$ cat src/rtl/video_effect_stream_if.sv
// Pixel stream bundle for video_effect_stream.
// Carries the input handshake (in_data/in_valid/in_ready) and the output
// handshake with frame tags (out_data/out_valid/out_ready/out_sop/out_eop).
//   slave  : the effect block's view (consumes input side, produces output side)
//   master : the surrounding source/sink view
interface video_effect_stream_if #(
  parameter int unsigned CW = 10
);
  logic [3*CW-1:0] in_data;
  logic            in_valid;
  logic            in_ready;
  logic [3*CW-1:0] out_data;
  logic            out_valid;
  logic            out_ready;
  logic            out_sop;
  logic            out_eop;

  modport slave (
    input  in_data, in_valid, out_ready,
    output in_ready, out_data, out_valid, out_sop, out_eop
  );

  modport master (
    output in_data, in_valid, out_ready,
    input  in_ready, out_data, out_valid, out_sop, out_eop
  );
endinterface

$ cat src/rtl/video_effect_stream.sv
// Per-frame colour effect on an {R,G,B} pixel stream.
// Two register stages: S1 holds the effected pixel, S2 drives the output.
// Effect mode and tint gain are captured on the (0,0) transfer and held for
// the whole frame.
// Ports:
//   clk         rising-edge clock
//   reset       asynchronous, active-high
//   resync      synchronous frame restart (clears position and pipeline)
//   bus         pixel stream (in_* handshake, out_* handshake + sop/eop)
//   mode_req    requested effect: 0 pass, 1 gray, 2 tint, 3 invert
//   gain        tint gain in 1/64 units, clamped to [GAIN_MIN, GAIN_MAX]
//   active_mode effect applied to the current frame
//   frame_count completed input frames, wrapping at 16 bits
module video_effect_stream #(
  parameter int unsigned CW       = 10,
  parameter int unsigned H_RES    = 320,
  parameter int unsigned V_RES    = 240,
  parameter int unsigned GW       = 9,
  parameter int unsigned GAIN_MIN = 10,
  parameter int unsigned GAIN_MAX = 63
) (
  input  logic                  clk,
  input  logic                  reset,
  input  logic                  resync,
  video_effect_stream_if.slave  bus,
  input  logic [1:0]            mode_req,
  input  logic [GW-1:0]         gain,
  output logic [1:0]            active_mode,
  output logic [15:0]           frame_count
);
  localparam int unsigned COL_W = (H_RES > 1) ? $clog2(H_RES) : 1;
  localparam int unsigned ROW_W = (V_RES > 1) ? $clog2(V_RES) : 1;
  localparam int unsigned YW    = CW + 10;
  localparam int unsigned PW    = CW + 8;
  localparam int unsigned MW    = PW + GW;
  localparam int unsigned MAXC  = (2 ** CW) - 1;

  typedef enum logic [1:0] {
    MODE_PASS   = 2'd0,
    MODE_GRAY   = 2'd1,
    MODE_TINT   = 2'd2,
    MODE_INVERT = 2'd3
  } mode_t;

  mode_t           frame_mode, px_mode;
  logic [GW-1:0]   frame_gain, gain_clamped, px_gain;
  logic [COL_W-1:0] col;
  logic [ROW_W-1:0] row;
  logic            at_sop, at_eop, in_xfer;
  logic            s1_valid, s2_valid, s1_adv, s2_adv;
  logic [3*CW-1:0] fx_data, s1_data, s2_data;
  logic            s1_sop, s1_eop, s2_sop, s2_eop;
  logic [CW-1:0]   r, g, b, y, t;
  logic [YW-1:0]   y_sum, y_shr;
  logic [PW-1:0]   p;
  logic [MW-1:0]   prod, t_shr;

  assign {r, g, b} = bus.in_data;

  assign s2_adv       = !s2_valid || bus.out_ready;
  assign s1_adv       = !s1_valid || s2_adv;
  assign bus.in_ready = s1_adv;
  assign in_xfer      = bus.in_valid && s1_adv;

  assign at_sop = (col == '0) && (row == '0);
  assign at_eop = (col == COL_W'(H_RES - 1)) && (row == ROW_W'(V_RES - 1));

  always_comb begin
    gain_clamped = gain;
    if (gain < GW'(GAIN_MIN))
      gain_clamped = GW'(GAIN_MIN);
    else if (gain > GW'(GAIN_MAX))
      gain_clamped = GW'(GAIN_MAX);
  end

  // The (0,0) pixel already uses the settings it samples.
  assign px_mode = at_sop ? mode_t'(mode_req) : frame_mode;
  assign px_gain = at_sop ? gain_clamped : frame_gain;

  always_comb begin
    y_sum = YW'(77) * YW'(r) + YW'(150) * YW'(g) + YW'(29) * YW'(b);
    y_shr = y_sum >> 8;
    y     = (y_shr > YW'(MAXC)) ? '1 : y_shr[CW-1:0];
    p     = PW'(120) * PW'(r) + PW'(60) * PW'(g) + PW'(50) * PW'(b);
    prod  = MW'(p) * MW'(px_gain);
    t_shr = prod >> 14;
    t     = (t_shr > MW'(MAXC)) ? '1 : t_shr[CW-1:0];
    fx_data = '0;
    case (px_mode)
      MODE_PASS:   fx_data = bus.in_data;
      MODE_GRAY:   fx_data = {y, y, y};
      MODE_TINT:   fx_data = {t, t >> 2, t >> 1};
      MODE_INVERT: fx_data = {CW'(MAXC) - r, CW'(MAXC) - g, CW'(MAXC) - b};
      default:     fx_data = bus.in_data;
    endcase
  end

  // Frame position, per-frame settings and frame counter.
  always_ff @(posedge clk or posedge reset) begin
    if (reset) begin
      col         <= '0;
      row         <= '0;
      frame_mode  <= MODE_PASS;
      frame_gain  <= '0;
      frame_count <= '0;
    end else if (resync) begin
      col <= '0;
      row <= '0;
    end else if (in_xfer) begin
      if (col == COL_W'(H_RES - 1)) begin
        col <= '0;
        if (row == ROW_W'(V_RES - 1))
          row <= '0;
        else
          row <= row + 1'b1;
      end else begin
        col <= col + 1'b1;
      end
      if (at_sop) begin
        frame_mode <= mode_t'(mode_req);
        frame_gain <= gain_clamped;
      end
      if (at_eop)
        frame_count <= frame_count + 16'd1;
    end
  end

  // Two-stage elastic pipeline; each stage loads when empty or draining.
  always_ff @(posedge clk or posedge reset) begin
    if (reset) begin
      s1_valid <= 1'b0;
      s1_data  <= '0;
      s1_sop   <= 1'b0;
      s1_eop   <= 1'b0;
      s2_valid <= 1'b0;
      s2_data  <= '0;
      s2_sop   <= 1'b0;
      s2_eop   <= 1'b0;
    end else if (resync) begin
      s1_valid <= 1'b0;
      s2_valid <= 1'b0;
    end else begin
      if (s1_adv) begin
        s1_valid <= in_xfer;
        if (in_xfer) begin
          s1_data <= fx_data;
          s1_sop  <= at_sop;
          s1_eop  <= at_eop;
        end
      end
      if (s2_adv) begin
        s2_valid <= s1_valid;
        if (s1_valid) begin
          s2_data <= s1_data;
          s2_sop  <= s1_sop;
          s2_eop  <= s1_eop;
        end
      end
    end
  end

  assign bus.out_valid = s2_valid;
  assign bus.out_data  = s2_data;
  assign bus.out_sop   = s2_sop;
  assign bus.out_eop   = s2_eop;
  assign active_mode   = frame_mode;
endmodule

$ cat src/flat_wrapper.sv
// flat-port wrapper written by rule: the top's interface ports become plain ports
module video_effect_stream_flat 
#(
  parameter int unsigned CW       = 10,
  parameter int unsigned H_RES    = 320,
  parameter int unsigned V_RES    = 240,
  parameter int unsigned GW       = 9,
  parameter int unsigned GAIN_MIN = 10,
  parameter int unsigned GAIN_MAX = 63
)
  (clk, reset, resync, mode_req, gain, active_mode, frame_count, bus_in_data, bus_in_valid, bus_out_ready, bus_in_ready, bus_out_data, bus_out_valid, bus_out_sop, bus_out_eop);
  video_effect_stream_if #(.CW(CW)) bus_i ();
  input  logic clk;
  input  logic reset;
  input  logic resync;
  input  logic [1:0] mode_req;
  input  logic [GW-1:0] gain;
  output logic [1:0] active_mode;
  output logic [15:0] frame_count;
  input wire logic [$bits(bus_i.in_data)-1:0] bus_in_data;
  input wire logic [$bits(bus_i.in_valid)-1:0] bus_in_valid;
  input wire logic [$bits(bus_i.out_ready)-1:0] bus_out_ready;
  output wire logic [$bits(bus_i.in_ready)-1:0] bus_in_ready;
  output wire logic [$bits(bus_i.out_data)-1:0] bus_out_data;
  output wire logic [$bits(bus_i.out_valid)-1:0] bus_out_valid;
  output wire logic [$bits(bus_i.out_sop)-1:0] bus_out_sop;
  output wire logic [$bits(bus_i.out_eop)-1:0] bus_out_eop;
  assign bus_i.in_data = bus_in_data;
  assign bus_i.in_valid = bus_in_valid;
  assign bus_i.out_ready = bus_out_ready;
  assign bus_in_ready = bus_i.in_ready;
  assign bus_out_data = bus_i.out_data;
  assign bus_out_valid = bus_i.out_valid;
  assign bus_out_sop = bus_i.out_sop;
  assign bus_out_eop = bus_i.out_eop;
  video_effect_stream #(.CW(CW), .H_RES(H_RES), .V_RES(V_RES), .GW(GW), .GAIN_MIN(GAIN_MIN), .GAIN_MAX(GAIN_MAX)) u_core (.clk(clk), .reset(reset), .resync(resync), .bus(bus_i), .mode_req(mode_req), .gain(gain), .active_mode(active_mode), .frame_count(frame_count));
endmodule
$ cat config.mk
export PLATFORM = sky130hd
export DESIGN_NAME = video_effect_stream_flat
export DESIGN_NICKNAME = d
export VERILOG_FILES = /design/src/rtl/video_effect_stream_if.sv /design/src/rtl/video_effect_stream.sv /design/src/flat_wrapper.sv
export SDC_FILE = /design/constraint.sdc
export NUM_CORES = 1
export LEC_CHECK = 0
export CAP_MARGIN = 0
export CORE_MARGIN = 2
export CORE_UTILIZATION = 25
export DETAILED_ROUTE_END_ITERATION = 6
export MAX_ROUTING_LAYER = met4
export PLACE_DENSITY = 0.42
export SYNTH_ARGS = -nofsm -noshare
export SYNTH_HDL_FRONTEND = slang
export SYNTH_SLANG_ARGS = --single-unit
$ cat constraint.sdc
create_clock -name clk -period 8.8 [get_ports clk]
set_input_delay 1.76 -clock clk [delete_from_list [all_inputs] [get_ports clk]]
set_output_delay 1.76 -clock clk [all_outputs]
set_load 0.02 [all_outputs]
== After elaboration in Yosys (flattened, before gate mapping) ==
Index checks and enable logic that the tools add are counted.
Widths: inputs -> output; s select.

* Register bits: 110
* Output and inout port bits: 52
* Word-level logic and storage cells: 77

* $add $sub $neg: 10
* Multipliers: 7
* $lt $le $gt $ge: 4
* Equal/unequal tests: 5
* Multiplexer cells: 18
* Bitwise gates (word level): 1
* Reductions and logical operators: 19

{| class="wikitable"
|+ Operators with widths
! kind !! number
|-
| $pmux 30 s4 || 1
|-
| $mux 9 || 6
|-
| $mul 7x10->17 const A || 2
|-
| $mux 8 || 4
|-
| $mul 5x10->15 const A || 2
|-
| $sub 10x10->10 const A || 3
|-
| $mul 4x10->14 const A || 2
|-
| $mul 18x9->27 || 1
|-
| $add 20x15->20 || 1
|-
| $mux 10 || 2
|-
| $add 17x18->19 || 1
|-
| $add 17x16->18 || 1
|-
| $add 18x16->18 || 1
|-
| $add 16x1->16 const B || 1
|-
| $gt 13x10->1 const B || 1
|-
| $gt 12x10->1 const B || 1
|-
| $add 9x1->9 const B || 1
|-
| $eq 9x9->1 const B || 1
|-
| $gt 9x6->1 const B || 1
|-
| $logic_not 9->1 || 1
|-
| $lt 9x4->1 const B || 1
|-
| $reduce_and 3->1 || 3
|-
| $add 8x1->8 const B || 1
|-
| $eq 8x8->1 const B || 1
|-
| other kinds (12) || 24
|}

== Depth between registers and ports, before layout ==
* Depth after elaboration: 8
* Mapped depth: 42

== Worst setup path after synthesis ==
OpenSTA, ideal clock, no wires.

* Path kind: input -> register
* Start: input port bus_in_data[11]
* End: register u_core.s1_data[29]
* Arrival: 11,387 ps
* Data required time: 8,680 ps
* Setup slack: -2,706 ps
* Stages on the path: 38
* Path through: inv_1 -> fa_1 -> inv_1 -> fa_1 -> ha_1 -> nor2b_1 -> o21ai_0 -> a21boi_0 -> o21ai_0 -> a21boi_0 -> o21ai_0 -> nand2b_1 -> a21o_1 -> a21oi_1 -> xnor2_1 -> fa_1 -> ha_1 -> or3_1 -> (+2 left out) -> nor3_1 -> fa_1 -> fa_1 -> fa_1 -> inv_1 -> fa_1 -> inv_1 -> ha_1 -> o21ai_0 -> a21oi_1 -> a221o_1 -> or4b_1 -> o21ba_1 -> a2111o_1 -> nand4_2 -> or4_1 -> or3_1 -> and3_1

* Cells in the longest elaborated chain, start to end: 7
* Elaborated cells on any way between the ends: 12
* Those cells by class: 4 x add/sub; 3 x mul; 2 x order compare; 3 x mux

{| class="wikitable"
|+ Ends and longest elaborated chain
! item !! RTL line !! text
|-
| from (decl) || flat_wrapper.sv:20 || <nowiki>input wire logic [$bits(bus_i.in_data)-1:0] bus_in_data;</nowiki>
|-
| $mul 4x10->14 || video_effect_stream.sv:84 || <nowiki>p = PW'(120) * PW'(r) + PW'(60) * PW'(g) + PW'(50) * PW'(b);</nowiki>
|-
| $add 17x16->18 || video_effect_stream.sv:84 ||
|-
| $add 18x16->18 || video_effect_stream.sv:84 ||
|-
| $mul 18x9->27 || video_effect_stream.sv:85 || <nowiki>prod = MW'(p) * MW'(px_gain);</nowiki>
|-
| $gt 13x10->1 || video_effect_stream.sv:87 || <nowiki>t = (t_shr > MW'(MAXC)) ? '1 : t_shr[CW-1:0];</nowiki>
|-
| $mux 10 || video_effect_stream.sv:87 ||
|-
| $pmux 30 s4 (*) || video_effect_stream.sv:89 || <nowiki>case (px_mode)</nowiki>
|-
| to (signal assigned) || video_effect_stream.sv:146 || <nowiki>s1_data <= fx_data;</nowiki>
|-
| to (decl) || video_effect_stream.sv:51 || <nowiki>logic [3*CW-1:0] fx_data, s1_data, s2_data;</nowiki>
|}

Every way passes the cells marked *; elsewhere a longest branch is shown, timed or not.
A chain may end at the register's enable or synchronous reset.

== Worst setup path after layout ==
* Start: input port bus_in_data[6]
* End: register u_core.s1_data[29]

* Cells in the longest elaborated chain, start to end: 6
* Elaborated cells on any way between the ends: 10
* Those cells by class: 2 x add/sub; 3 x mul; 2 x order compare; 3 x mux

{| class="wikitable"
|+ Ends and longest elaborated chain
! item !! RTL line
|-
| $mul 5x10->15 || video_effect_stream.sv:84
|-
| $add 18x16->18 || video_effect_stream.sv:84
|-
| $mul 18x9->27 || video_effect_stream.sv:85
|-
| $gt 13x10->1 || video_effect_stream.sv:87
|-
| $mux 10 || video_effect_stream.sv:87
|-
| $pmux 30 s4 (*) || video_effect_stream.sv:89
|}

Marks and branches as above.

==> impl.org <==
** Synthesis
- Sorting the synthesized cells by area gives the leading types as sky130_fd_sc_hd__fa_1 25%, sky130_fd_sc_hd__ha_1 18%, sky130_fd_sc_hd__dfrtp_1 16%.
- sky130_fd_sc_hd__fa_1 takes more of the synthesized area than any other cell.
- Fraction of post-synthesis cell area in the top cell type by area :: 24.8%
- Synthesis produced a netlist whose cell count is 1957.
- Synth Register Bits :: 110
- Proportion of synthesized flip-flops having asynchronous set or reset :: 100%
- The most used flip-flop cell after synthesis is sky130_fd_sc_hd__dfrtp_1.
- Average cell area after synthesis :: roughly 9.0 um2
- Sequential cells were found to cover between 15 and 20% of the synthesized design area.
- In this run, distinct cell masters in the synthesized netlist total 75.
- The synthesized netlist occupies a cell area of ~18000 um2.
- The Yosys step of the flow raised 0 warnings.
- Number of enable flip-flop cells after synthesis :: 0
- The number of nets handed over by synthesis was approximately 2500.
- By count the netlist is led by 349 x sky130_fd_sc_hd__inv_1, 248 x sky130_fd_sc_hd__ha_1, 219 x sky130_fd_sc_hd__fa_1.
- Most frequent cell after synthesis :: sky130_fd_sc_hd__inv_1

** Run status
- Failing checks :: setup timing
- The run finished, with violations left.

** Global routing
- Leftover overflow at the end of global routing :: 0
- GR Util All Layers :: approximately 16%
- The number of global-route vias before repair was between 15000 and 20000.
- Entering global routing, the biggest net connects 74 pins.
- Antenna violations before repair :: 2
- The first global-routing pass estimated approximately 90000 um of wire.

** STA
- Number of hold-slack violations in the final timing report :: 0
- Setup repair after global routing could not meet its margin everywhere.
- Part of the cycle the worst path needs :: 127%
- The worst pin sits at a relative slew slack of 21.5%.
- The total count of max-transition violations in the final report came to 0.
- Clock skew on the completed layout was measured at roughly 14 ps.
- Derived from the worst setup path, the maximum achievable clock frequency is just under 90 MHz.
- Count of final setup violators :: 30
- Worst-Margin Slew :: between 1000 and 1500 ps
- Counting I/O delays and the setup requirement, the final critical path takes roughly 11000 ps.
- Setup slack on the critical path of the routed design comes to -2410 ps.
- Hold_ws :: around 480 ps

** Route
- Summed over all layers, the routed wires come to roughly 57000 um.
- Vias post-DR :: roughly 15000
- Violation count after the first detailed-routing iteration :: between 700 and 800
- Dividing the detail-routed via count by the number of cells gives 4.51.
- Residual DRC :: 0
- The first detailed-routing pass ran for 7 iterations.
- WL per Instance :: between 15 and 20 um
- In this run the remaining antenna-violating nets after routing total 0.

** Clock network
- TritonCTS built the clock tree.
- H-tree lvl count :: 3
- Clock-pin slew was measured on the worst setup and hold paths at 80 ps.
- The clock drives 110 sinks.
- The number of clock buffers added by TritonCTS is 9.
- Clock tree root driver cell :: sky130_fd_sc_hd__clkbuf_16
- Clock latency on the worst-skew pair, taken at its later pin, is 360 ps.
- Worst-case clock buffer depth :: 2
- In this run, post-CTS hold repair placed 0 buffers.

** Setup path
- Along the worst path, the maximum fanout reaches 4.
- Required time worst endpoint :: ~9000 ps
- CP max stage delay :: approximately 550 ps
- Critical Path Sink Type :: flip-flop
- STA puts the critical path data arrival time at roughly 11000 ps.
- Critical path launch point type :: input port
- Dominant cell type by count on the critical path :: sky130_fd_sc_hd__fa_1
- Tracing the worst setup path back leads to its startpoint at bus_in_data[6].
- The startpoint identified for the worst register-to-register timing path is u_core.col[3].
- For this design, the slowest cell found on the critical path is sky130_fd_sc_hd__fa_1.
- Setup CP Type :: input port to flip-flop

** Finish
- Area taken by flip-flops and latches :: 2750 um2
- The layout has slightly above 7000 filler cells.
- At the end of the flow the core is filled with cells to about a third.
- Synth-to-Final Area Change :: 38.3%
- Final nets :: roughly 3000
- In the final layout, the multi-input gates occupy 14700 um2.
- Fraction of layout instances using a drive strength above 1 :: 28.9%

** Die
- Total number of placement rows :: just under 100
- Once the floorplan was initialized, standard cells occupied 25.2% of the core.
- From bottom edge to top edge, the die measures approximately 270 um.
- Measured along the x axis, the die boundary spans 270 um.
- Core area :: 70000 um2
- Die ar. :: between 70000 and 80000 um2
- During I/O placement, the number of pins put on the boundary was 98.

** Run
- Max-Cap Viols :: 0

** Placement
- RePlAce Congestion :: between 0.8 and 0.9
- Port buffering added between 90 and 100 buffers.
- The HPWL after detailed placement is roughly 48000 um.

** Worst hold path
- The worst hold path begins at u_core.frame_count[15].
- In this run the worst hold path is classified as flip-flop to flip-flop.
## per-stage QoR
step	setup slack, ps	TNS (ps)	instances	area (um2)
floorplan	-2300	-53810	1957	18000
detailed placement	-3510	-92370	3322	22800
CTS	-2330	-59410	3362	23800
finish	-2410	-62010	3386	24500
global route	-2730	-71310	3385	24400
global placement	-3220	-87200	3322	22800
## cells in the final DEF (no fill, tap or decap), types with 11 or more instances in the layout
cell type	instances
sky130_fd_sc_hd__buf_4	391
sky130_fd_sc_hd__inv_1	325
sky130_fd_sc_hd__fa_1	213
sky130_fd_sc_hd__ha_1	210
sky130_fd_sc_hd__nor2_1	153
sky130_fd_sc_hd__nand2_1	127
sky130_fd_sc_hd__dfrtp_1	110
sky130_fd_sc_hd__clkdlybuf4s50_1	76
sky130_fd_sc_hd__a21oi_1	62
sky130_fd_sc_hd__xnor2_1	52
sky130_fd_sc_hd__o21ai_0	49
sky130_fd_sc_hd__mux2_2	41
sky130_fd_sc_hd__nand3_1	33
sky130_fd_sc_hd__xor2_1	32
sky130_fd_sc_hd__a21oi_2	30
sky130_fd_sc_hd__ha_4	30
sky130_fd_sc_hd__nor2b_1	27
sky130_fd_sc_hd__nand2b_1	25
sky130_fd_sc_hd__a21o_1	23
sky130_fd_sc_hd__inv_2	23
sky130_fd_sc_hd__nor3_1	22
sky130_fd_sc_hd__buf_6	17
sky130_fd_sc_hd__o21ai_1	16
sky130_fd_sc_hd__and3_1	14
sky130_fd_sc_hd__o21a_1	14
sky130_fd_sc_hd__xnor2_2	13
sky130_fd_sc_hd__o22ai_1	12
sky130_fd_sc_hd__nand4_1	11
sky130_fd_sc_hd__nor2_2	11
## cell type report
type	instances	area share [%]
clock inverter	5	0.200
clock buffer	11	0.993
multi-input combinational	1457	60.2
sequential	110	11.3
timing repair buffer	512	17.2
antenna	2	0.0205
tap	940	4.81
inverter	349	5.37
## worst max-delay path: cells and delay by family
family | cells | cell delay, ps
AND/OR/NAND/NOR | 9 | 2230
XOR/XNOR | 2 | 290
AO/OA/AOI/OAI | 13 | 2350
buffers and inverters | 7 | 1070
adder cells (fa/ha/maj) | 9 | 3730
## registers in the layout, summed over array words and instances (netlist names)
| signal | flops |
|---|---|
| u_core.bus.out_data | 30 |
| u_core.s1_data | 30 |
| u_core.frame_count | 16 |
| u_core.col | 9 |
| u_core.frame_gain | 9 |
| u_core.row | 8 |
| u_core.active_mode | 2 |
| u_core.bus.out_eop | 1 |
| u_core.bus.out_sop | 1 |
| u_core.bus.out_valid | 1 |
| u_core.s1_eop | 1 |
| u_core.s1_sop | 1 |
| u_core.s1_valid | 1 |
## repair_timing
| item | in CTS | in global routing |
|---|---|---|
| setup endpoints to repair | 30 | 30 |
| pin swaps | 107 | 90 |
| gates resized for setup | 162 | 128 |
| buffers inserted | 27 | 23 |
## metal layers
metal | global-route usage (%) | wire (um) | up-vias
met5 | - | 0 | -
met4 | 1.29 | 265 | 0
met3 | 1.15 | 1420 | 18
met2 | 26.4 | 27100 | 199
met1 | 22.2 | 28100 | 7639
li1 | - | - | 7426
## final timing paths
path / endpoint / cells after the start / slack (ps)
max in group asynchronous: u_core.s1_data[9] / 3 / 5640
hold / removal: u_core.frame_count[15] / 1 / 480
min in group asynchronous: u_core.frame_gain[3] / 2 / 1780
hold reg to reg: u_core.frame_count[15] / 1 / 480
setup / recovery: u_core.s1_data[29] / 40 / -2410
setup reg to reg: u_core.s1_data[29] / 22 / 1420
## kinds of logic after synthesis
family / synth area share [%]
AOI/OAI and AO/OA: 12.3
xor gates and xnor gates: 5.10
adders and majority gates: 42.4
buffers and inverters: 8.33
DFF: 15.6
muxes: 2.95
and+or+nand+nor: 13.4
Power is not shown: default switching activity piles up to over one toggle a cycle in this logic, so the estimate is an artifact.
